### config.mk
export PLATFORM = sky130hd
export DESIGN_NAME = fir_4_tap_transposed_stream
export DESIGN_NICKNAME = d
export VERILOG_FILES = /design/src/rtl/fir_pkg.sv /design/src/rtl/fir_coef_bank.sv /design/src/rtl/fir_4_tap_transposed_stream.sv
export SDC_FILE = /design/constraint.sdc
export NUM_CORES = 2
export LEC_CHECK = 0
export CAP_MARGIN = 10
export CORE_MARGIN = 1
export CORE_UTILIZATION = 40
export DETAILED_ROUTE_END_ITERATION = 8
export GPL_ROUTABILITY_DRIVEN = 1
export SYNTH_ARGS = -nofsm -noshare
export SYNTH_HDL_FRONTEND = slang
export SYNTH_SLANG_ARGS = --single-unit
### constraint.sdc
create_clock -name clk -period 10.7 [get_ports clk]
set_input_delay 2.14 -clock clk [delete_from_list [all_inputs] [get_ports clk]]
set_output_delay 2.14 -clock clk [all_outputs]
set_load 0.1 [all_outputs]
### src/rtl/fir_pkg.sv
// Shared widths and reset coefficients for the 4-tap transposed FIR.
package fir_pkg;

  function automatic int acc_width(int dw, int cw);
    return dw + cw + 2;
  endfunction

  function automatic int out_width(int dw, int cw, int fw);
    return dw + cw - fw + 2;
  endfunction

  function automatic logic signed [15:0] default_coef(logic [1:0] idx);
    logic signed [15:0] c;
    c = 16'sh1000;
    unique case (idx)
      2'd0: c = 16'sh1000;
      2'd1: c = 16'sh2000;
      2'd2: c = 16'sh2000;
      2'd3: c = 16'sh1000;
    endcase
    return c;
  endfunction

endpackage

### src/rtl/fir_coef_bank.sv
// Four-entry coefficient register file: one write port, all taps read in parallel.
module fir_coef_bank
  import fir_pkg::*;
#(
  parameter int COEFF_WIDTH = 16
) (
  input  logic                        clk,
  input  logic                        reset,
  input  logic                        i_we,
  input  logic [1:0]                  i_addr,
  input  logic [COEFF_WIDTH-1:0]      i_wdata,
  output logic [3:0][COEFF_WIDTH-1:0] o_coef
);

  logic [3:0][COEFF_WIDTH-1:0] coef_q;
  logic [3:0][COEFF_WIDTH-1:0] coef_d;

  always_comb begin
    coef_d = coef_q;
    if (i_we) coef_d[i_addr] = i_wdata;
  end

  always_ff @(posedge clk) begin
    if (!reset) begin
      for (int i = 0; i < 4; i++)
        coef_q[i] <= COEFF_WIDTH'(default_coef(2'(i)));
    end else begin
      coef_q <= coef_d;
    end
  end

  assign o_coef = coef_q;

endmodule

### src/rtl/fir_4_tap_transposed_stream.sv
// Transposed-form 4-tap FIR with valid/ready streaming and a 1-entry output register.
module fir_4_tap_transposed_stream
  import fir_pkg::*;
#(
  parameter int DATA_WIDTH           = 16,
  parameter int COEFF_WIDTH          = 16,
  parameter int COEFF_FRACTION_WIDTH = 15,
  localparam int OUT_WIDTH =
    out_width(DATA_WIDTH, COEFF_WIDTH, COEFF_FRACTION_WIDTH)
) (
  input  logic                          clk,
  input  logic                          reset,
  input  logic signed [DATA_WIDTH-1:0]  i_data,
  input  logic                          i_valid,
  output logic                          o_ready,
  output logic signed [OUT_WIDTH-1:0]   o_data_sum,
  output logic                          o_data_valid,
  input  logic                          i_ready,
  input  logic                          i_coef_we,
  input  logic [1:0]                    i_coef_addr,
  input  logic signed [COEFF_WIDTH-1:0] i_coef_data,
  output logic                          o_primed
);

  localparam int ACC_W = acc_width(DATA_WIDTH, COEFF_WIDTH);
  localparam int FW    = COEFF_FRACTION_WIDTH;

  logic [3:0][COEFF_WIDTH-1:0] coef;
  logic signed [ACC_W-1:0]     x_ext;
  logic signed [ACC_W-1:0]     p [4];
  logic signed [ACC_W-1:0]     y_full;
  logic signed [ACC_W-1:0]     s1_q, s2_q, s3_q;
  logic signed [ACC_W-1:0]     s1_d, s2_d, s3_d;
  logic signed [OUT_WIDTH-1:0] y_q, y_d;
  logic                        v_q, v_d;
  logic [1:0]                  cnt_q, cnt_d;
  logic                        accept;

  fir_coef_bank #(
    .COEFF_WIDTH(COEFF_WIDTH)
  ) u_coef (
    .clk    (clk),
    .reset  (reset),
    .i_we   (i_coef_we),
    .i_addr (i_coef_addr),
    .i_wdata(i_coef_data),
    .o_coef (coef)
  );

  assign x_ext  = ACC_W'(i_data);
  assign o_ready = !reset || !v_q || i_ready;
  assign accept = reset && i_valid && o_ready;

  always_comb begin
    for (int k = 0; k < 4; k++)
      p[k] = x_ext * ACC_W'($signed(coef[k]));
  end

  assign y_full = p[0] + s1_q;

  always_comb begin
    s1_d  = s1_q;
    s2_d  = s2_q;
    s3_d  = s3_q;
    y_d   = y_q;
    v_d   = v_q;
    cnt_d = cnt_q;
    if (v_q && i_ready) v_d = 1'b0;
    if (accept) begin
      s1_d = p[1] + s2_q;
      s2_d = p[2] + s3_q;
      s3_d = p[3];
      // Floor shift by FW then truncate: the slice does both at once.
      y_d  = y_full[FW +: OUT_WIDTH];
      v_d  = 1'b1;
      if (cnt_q != 2'd3) cnt_d = cnt_q + 2'd1;
    end
  end

  always_ff @(posedge clk) begin
    if (!reset) begin
      s1_q  <= '0;
      s2_q  <= '0;
      s3_q  <= '0;
      y_q   <= '0;
      v_q   <= 1'b0;
      cnt_q <= 2'd0;
    end else begin
      s1_q  <= s1_d;
      s2_q  <= s2_d;
      s3_q  <= s3_d;
      y_q   <= y_d;
      v_q   <= v_d;
      cnt_q <= cnt_d;
    end
  end

  assign o_data_sum   = y_q;
  assign o_data_valid = v_q;
  assign o_primed     = (cnt_q == 2'd3);

endmodule

# After elaboration in Yosys (flattened, before gate mapping)
# Cells that the tools add are included.
# W data, S select, Z words.
classes:
  add_sub_neg: 4
  multipliers: 4
  n_div: 0
  magnitude_cmp: 2
  n_eq_ne: 2
  shift: 0
  n_mux: 5
  bitwise: 0
  reduce_logical: 10
ops:
  columns: ["cell", "count"]
  rows:
  - ["$mul A16 B16 Y32", 4]
  - ["$add A32 B34 Y34", 3]
  - ["$bwmux W64", 1]
  - ["$demux W16 S2", 1]
  - ["$mux W16", 1]
  - ["$logic_and A1 B1 Y1", 4]
  - ["$lt A2 B3 Y1 const B", 1]
  - ["$add A2 B1 Y2 const B", 1]
  - ["$eq A2 B2 Y1 const B", 1]
  - ["$ge A2 B1 Y1 const B", 1]
  - ["$logic_not A1 Y1", 2]
  - ["$logic_or A1 B1 Y1", 2]
  - ["$mux W1", 2]
  - ["$ne A2 B2 Y1 const B", 1]
  - ["$reduce_and A2 Y1", 1]
  - ["$reduce_bool A2 Y1", 1]
word_totals:
  ff_bits: 188
  latchBits: 0
  mem_bits_rw: 0
  romBits: 0
  inputBits: 39
  out_inout_bits: 22
  wordCells: 37
  n_memories: 0

# Logic depth before layout (Yosys ltp)
logic_depth:
  ltp_word: 5
  ltp_mapped: 26
  depth_no_buf: 24

# Modules after synthesis
# From an unflattened synthesis, not the netlist that was laid out.
hier_totals:
  hier_cells: 5400
  area_unflattened_um2: 49610.1
modules_own_cells:
  columns: ["mod", "n_inst", "cells_per_inst", "area_each_um2", "seq_area_each_um2"]
  rows:
  - ["fir_4_tap_transposed_stream", 1, 5169, 47236.6, 2442.3]
  - ["fir_coef_bank", 1, 231, 2373.5, 1281.2]

# Least setup slack after synthesis
# Ideal clock, no wire load.
synth_path:
  path_kind: "in2reg"
  from: "input i_data[15]"
  to: "register s2_q[33]"
  setup_ps: 126
  t_arrival_ps: 8028
  required_ps: 10574
  setup_slack_ps: 2547
  cell_stages: 21
  n_path_buf: 3
  path_cell_list: "clkbuf_1 clkbuf_1 nand2_1 inv_1 fa_1 fa_1 fa_1 fa_1 fa_1 inv_1 fa_1 inv_1 ha_1 clkbuf_1 nand3_1 or4_1 o21bai_1 a311oi_2 a311oi_1 xnor2_1 o21ai_1"
synth_between:
  elab_chain_cells: 2
synth_lines:
  columns: ["item", "line", "text"]
  rows:
  - ["start: declaration", "fir_4_tap_transposed_stream.sv:13", "input logic signed [DATA_WIDTH-1:0] i_data,"]
  - ["$mul A16 B16 Y32", "fir_4_tap_transposed_stream.sv:56", "p[k] = x_ext * ACC_W'($signed(coef[k]));"]
  - ["$add A32 B34 Y34", "fir_4_tap_transposed_stream.sv:71", "s2_d = p[2] + s3_q;"]
  - ["end signal: assignment", "fir_4_tap_transposed_stream.sv:83", "s2_q <= '0;"]
  - ["end signal: assignment", "fir_4_tap_transposed_stream.sv:90", "s2_q <= s2_d;"]
  - ["end: declaration", "fir_4_tap_transposed_stream.sv:32", "logic signed [ACC_W-1:0] s1_q, s2_q, s3_q;"]
# Every way passes these cells.
# A chain may end at the register's enable or synchronous reset.

# Worst setup path after layout
layout_path:
  from: "input i_data[15]"
  to: "register s1_q[31]"
layout_between:
  elab_chain_cells: 2
layout_lines:
  columns: ["item", "line", "text"]
  rows:
  - ["$mul A16 B16 Y32", "fir_4_tap_transposed_stream.sv:56", null]
  - ["$add A32 B34 Y34", "fir_4_tap_transposed_stream.sv:70", "s1_d = p[1] + s2_q;"]
  - ["end signal: assignment", "fir_4_tap_transposed_stream.sv:82", "s1_q <= '0;"]
  - ["end signal: assignment", "fir_4_tap_transposed_stream.sv:89", "s1_q <= s1_d;"]
  - ["end: declaration", "fir_4_tap_transposed_stream.sv:32", null]
# Every way passes these cells.

==> impl_metrics.py <==
metrics = {
    "run_status": {
        "outcome": "finished clean",
    },
    "power": {
        "power_switching_w": 0.00331,
        "p_int_w": 0.00306,
        "power_w": 0.00637,
        "powerDensity_nw_per_um2": 123,
        "pwr-share-seq": 0.151,
        "peakVddDrop_mv": 0.109,
        "clkPwrFrac": 0.113,
        "combPwrFrac": 0.736,
        "p_leak_nw": 27.0,
        "p_sw_frac": 0.520,
    },
    "worst_setup_path": {
        "ff2ff_setup_slack_ns": 3.24,
        "cp-start-kind": "primary input",
        "reg2reg_to": "s1_q[31]",
        "required_ns": 11.15,
        "r2r_cells": 20,
        "crit_arrival_ns": 9.30,
        "path_class": "primary input to flop",
        "cp-startpoint": "i_data[15]",
        "cp_max_fo": 21,
        "crit_path_end_kind": "flop",
        "worstReg2RegStart": "u_coef.o_coef[18]",
    },
    "logic_synthesis": {
        "postSynthCellCount": 5447,
        "async_flop_share": 0,
        "syn-num-nets": 7047,
        "seq_area_frac_synth": 0.0753,
        "ys_warn_count": 0,
        "synth_area_um2": 49400,
        "ys_ff_latch": 186,
        "synth_edf_count": 0,
        "synth-main-ff-cell": "dfxtp_1",
        "synth.distinct_cells": 66,
        "avgSynthCellArea_um2": 9.08,
    },
    "placement": {
        "dp_hpwl_um": 95400,
        "postPlaceCellArea_um2": 51300,
        "port_buffers": 60,
        "place_congestion": 0.858,
        "place_ws_ns": 1.52,
    },
    "sta": {
        "final.min_clock_period_ns": 8.85,
        "rsz0062_at_grt": "no",
        "fin_crit_sh": 0.827,
        "slew_headroom": 0.254,
        "setup_tns_ns": 0,
        "finClkSkew_ns": 0.0223,
        "fmax_ghz": 0.113,
        "slew_viol_final": 0,
        "worst_slew_pin_slew_ns": 1.12,
        "post-route-worst-setup-slack_ns": 1.85,
        "whs_ns": 0.460,
        "setup_viol": 0,
        "hold_violations": 0,
    },
    "cells_and_area": {
        "num-nets-final": 6896,
        "drive_above_1_share": 0.0205,
        "syn_to_final_growth_pct": 5.13,
        "multi_input_area_um2": 39700,
        "diodes": 0,
        "regArea_um2": 3720,
        "fin_area_um2": 52000,
        "fillCellCount": 12000,
    },
    "grt": {
        "grt_pass1_vias": 38600,
        "grt_pass1_wl_um": 204000,
        "grt-ovfl-total": 0,
        "grt_max_degree": 105,
        "track_usage": 0.206,
        "antenna_found_initial": 3,
    },
    "floorplanning": {
        "die_height_um": 354,
        "rows": 128,
        "ios": 61,
        "dieArea_um2": 125000,
        "start_util": 0.405,
        "core_area_um2": 122000,
        "die_w_um": 354,
    },
    "clock_network": {
        "root_buffer": "clkbuf_16",
        "cts_setup_buffers": 0,
        "cts_max_level": 4,
        "cts_tree": "built",
        "clockBufferDepth": 2,
        "cts_hold_buf": 0,
        "clock_latency_ns": 0.52,
        "clk_pin_slew_worst_paths_ns": 0.08,
        "cts_sinks": 186,
        "cts_buffers": 17,
        "post_cts_resize_count": 0,
    },
    "route": {
        "totalWireLength_um": 118000,
        "drtIter0Drc": 1901,
        "drc_errors": 0,
        "dr.pass1.iters": 5,
        "viasPerCell": 4.95,
        "drt.antenna.violating_nets": 0,
        "vias": 34300,
        "avgRoutedWirePerCell_um": 17.0,
    },
    "run": {
        "maxCapViolCount": 0,
    },
    "min_path": {
        "min_to": "s1_q[30]",
        "hp-start": "s1_q[30]",
        "hold_path_class": "flop to flop",
        "whs_path_depth": 2,
    },
}
state kept, by name (all words and copies together), names as in the netlist:
name / count
cnt_q: 2
o_data_sum: 19
o_data_valid: 1
s1_q: 34
s2_q: 34
s3_q: 32
u_coef.o_coef: 64
worst max-delay path, cell delays in order:
cell	delay (ns)
buf_2	0.46
nand2_1	0.26
inv_1	0.14
fa_1	0.52
fa_1	0.89
fa_1	0.53
fa_1	0.50
fa_1	0.49
inv_1	0.05
fa_1	0.47
inv_1	0.04
ha_1	0.37
nand3_1	0.19
nor3_1	0.65
a41oi_1	0.44
a41oi_1	0.41
or2_1	0.18
a21oi_1	0.09
or3_1	0.36
nand3_1	0.09
per-layer routing:
metal / routed length (µm) / share of wire / global-route usage / vias to the layer above
met3: 5550 / 0.047 / 0.0244 / 148
met5: 26 / 0.00022 / 0 / -
met1: 50500 / 0.43 / 0.272 / 17800
li1: - / - / - / 15600
met4: 3330 / 0.028 / 0.0592 / 4
met2: 58800 / 0.50 / 0.354 / 729
cell usage in the layout (no fill, tap or decap), drive strengths merged, types with 59 or more instances in the layout:
| cell | synthesis | layout |
|---|---|---|
| nor2 | 101 | 101 |
| inv | 1339 | 1345 |
| and2 | 475 | 475 |
| nand2 | 728 | 728 |
| ha | 385 | 385 |
| dfxtp | 186 | 186 |
| o21ai | 148 | 148 |
| a21oi | 83 | 83 |
| fa | 1176 | 1176 |
| xnor2 | 92 | 92 |
| nand3 | 104 | 104 |
| buf | 10 | 59 |
| a21boi | 63 | 63 |
Yosys cell counts, types with 5 or more instances:
master | n | share of area
a211oi_1 | 8 | 0.0012
a21boi_0 | 62 | 0.0094
a21o_1 | 53 | 0.0080
a21oi_1 | 80 | 0.0081
a31oi_1 | 16 | 0.0020
and2_1 | 475 | 0.060
and3_1 | 9 | 0.0011
buf_1 | 10 | 0.00076
clkbuf_1 | 262 | 0.020
dfxtp_1 | 186 | 0.075
fa_1 | 1176 | 0.48
ha_1 | 385 | 0.097
inv_1 | 1339 | 0.10
nand2_1 | 728 | 0.055
nand2b_1 | 22 | 0.0028
nand3_1 | 104 | 0.011
nand4_1 | 8 | 0.0010
nor2_1 | 101 | 0.0077
nor2b_1 | 8 | 0.0010
nor3_1 | 16 | 0.0016
nor3b_1 | 5 | 0.00076
o21a_1 | 17 | 0.0026
o21ai_0 | 107 | 0.011
o21ai_1 | 40 | 0.0040
o21bai_1 | 11 | 0.0017
or3_1 | 5 | 0.00063
xnor2_1 | 92 | 0.016
xor2_1 | 48 | 0.0085
how the worst max path moves through the flow:
stage	end	slack (ns)	cells past startpoint
finish	s1_q[31]	1.85	20
global route	s2_q[30]	1.61	22
CTS	s1_q[31]	2.09	20
detailed placement	s2_q[32]	1.52	25
global placement	s1_q[31]	1.57	20
floorplan	s2_q[33]	2.55	21
kinds of logic after synthesis:
kind of cell    count (synthesis)  synth area share
buf+inv                      1611             0.122
mux                             4          0.000810
simple gates                 1503             0.146
flops                         186            0.0753
fa+ha+maj                    1561             0.574
xor+xnor                      140            0.0248
compound gates                442            0.0573
metrics by stage:
step | std cells | utilization
floorplan | 5447 | -
global placement | 6902 | 0.420
detailed placement | 6902 | 0.420
CTS | 6934 | 0.425
global route | 6934 | 0.425
finish | 6934 | 0.425
power groups by stage:
| stage | logic [W] | registers, W | clock network, W |
|---|---|---|---|
| after floorplan | 0.00354 | 0.00105 | 0 |
| after detailed placement | 0.00470 | 0.000982 | 0 |
| after global routing | 0.00543 | 0.000979 | 0.000759 |
| after CTS | 0.00473 | 0.000967 | 0.000735 |
| final | 0.00468 | 0.000965 | 0.000720 |
| after global placement | 0.00464 | 0.000983 | 0 |
area by class of cell:
class,count,area share
clock inverters,15,0.00404
repair buffers,102,0.0168
inverters,1339,0.0967
well taps,1625,0.0391
clock buffers,17,0.00818
flip-flops and latches,186,0.0716
multi-input cells,3650,0.764
(Power assumes the default switching activity.)
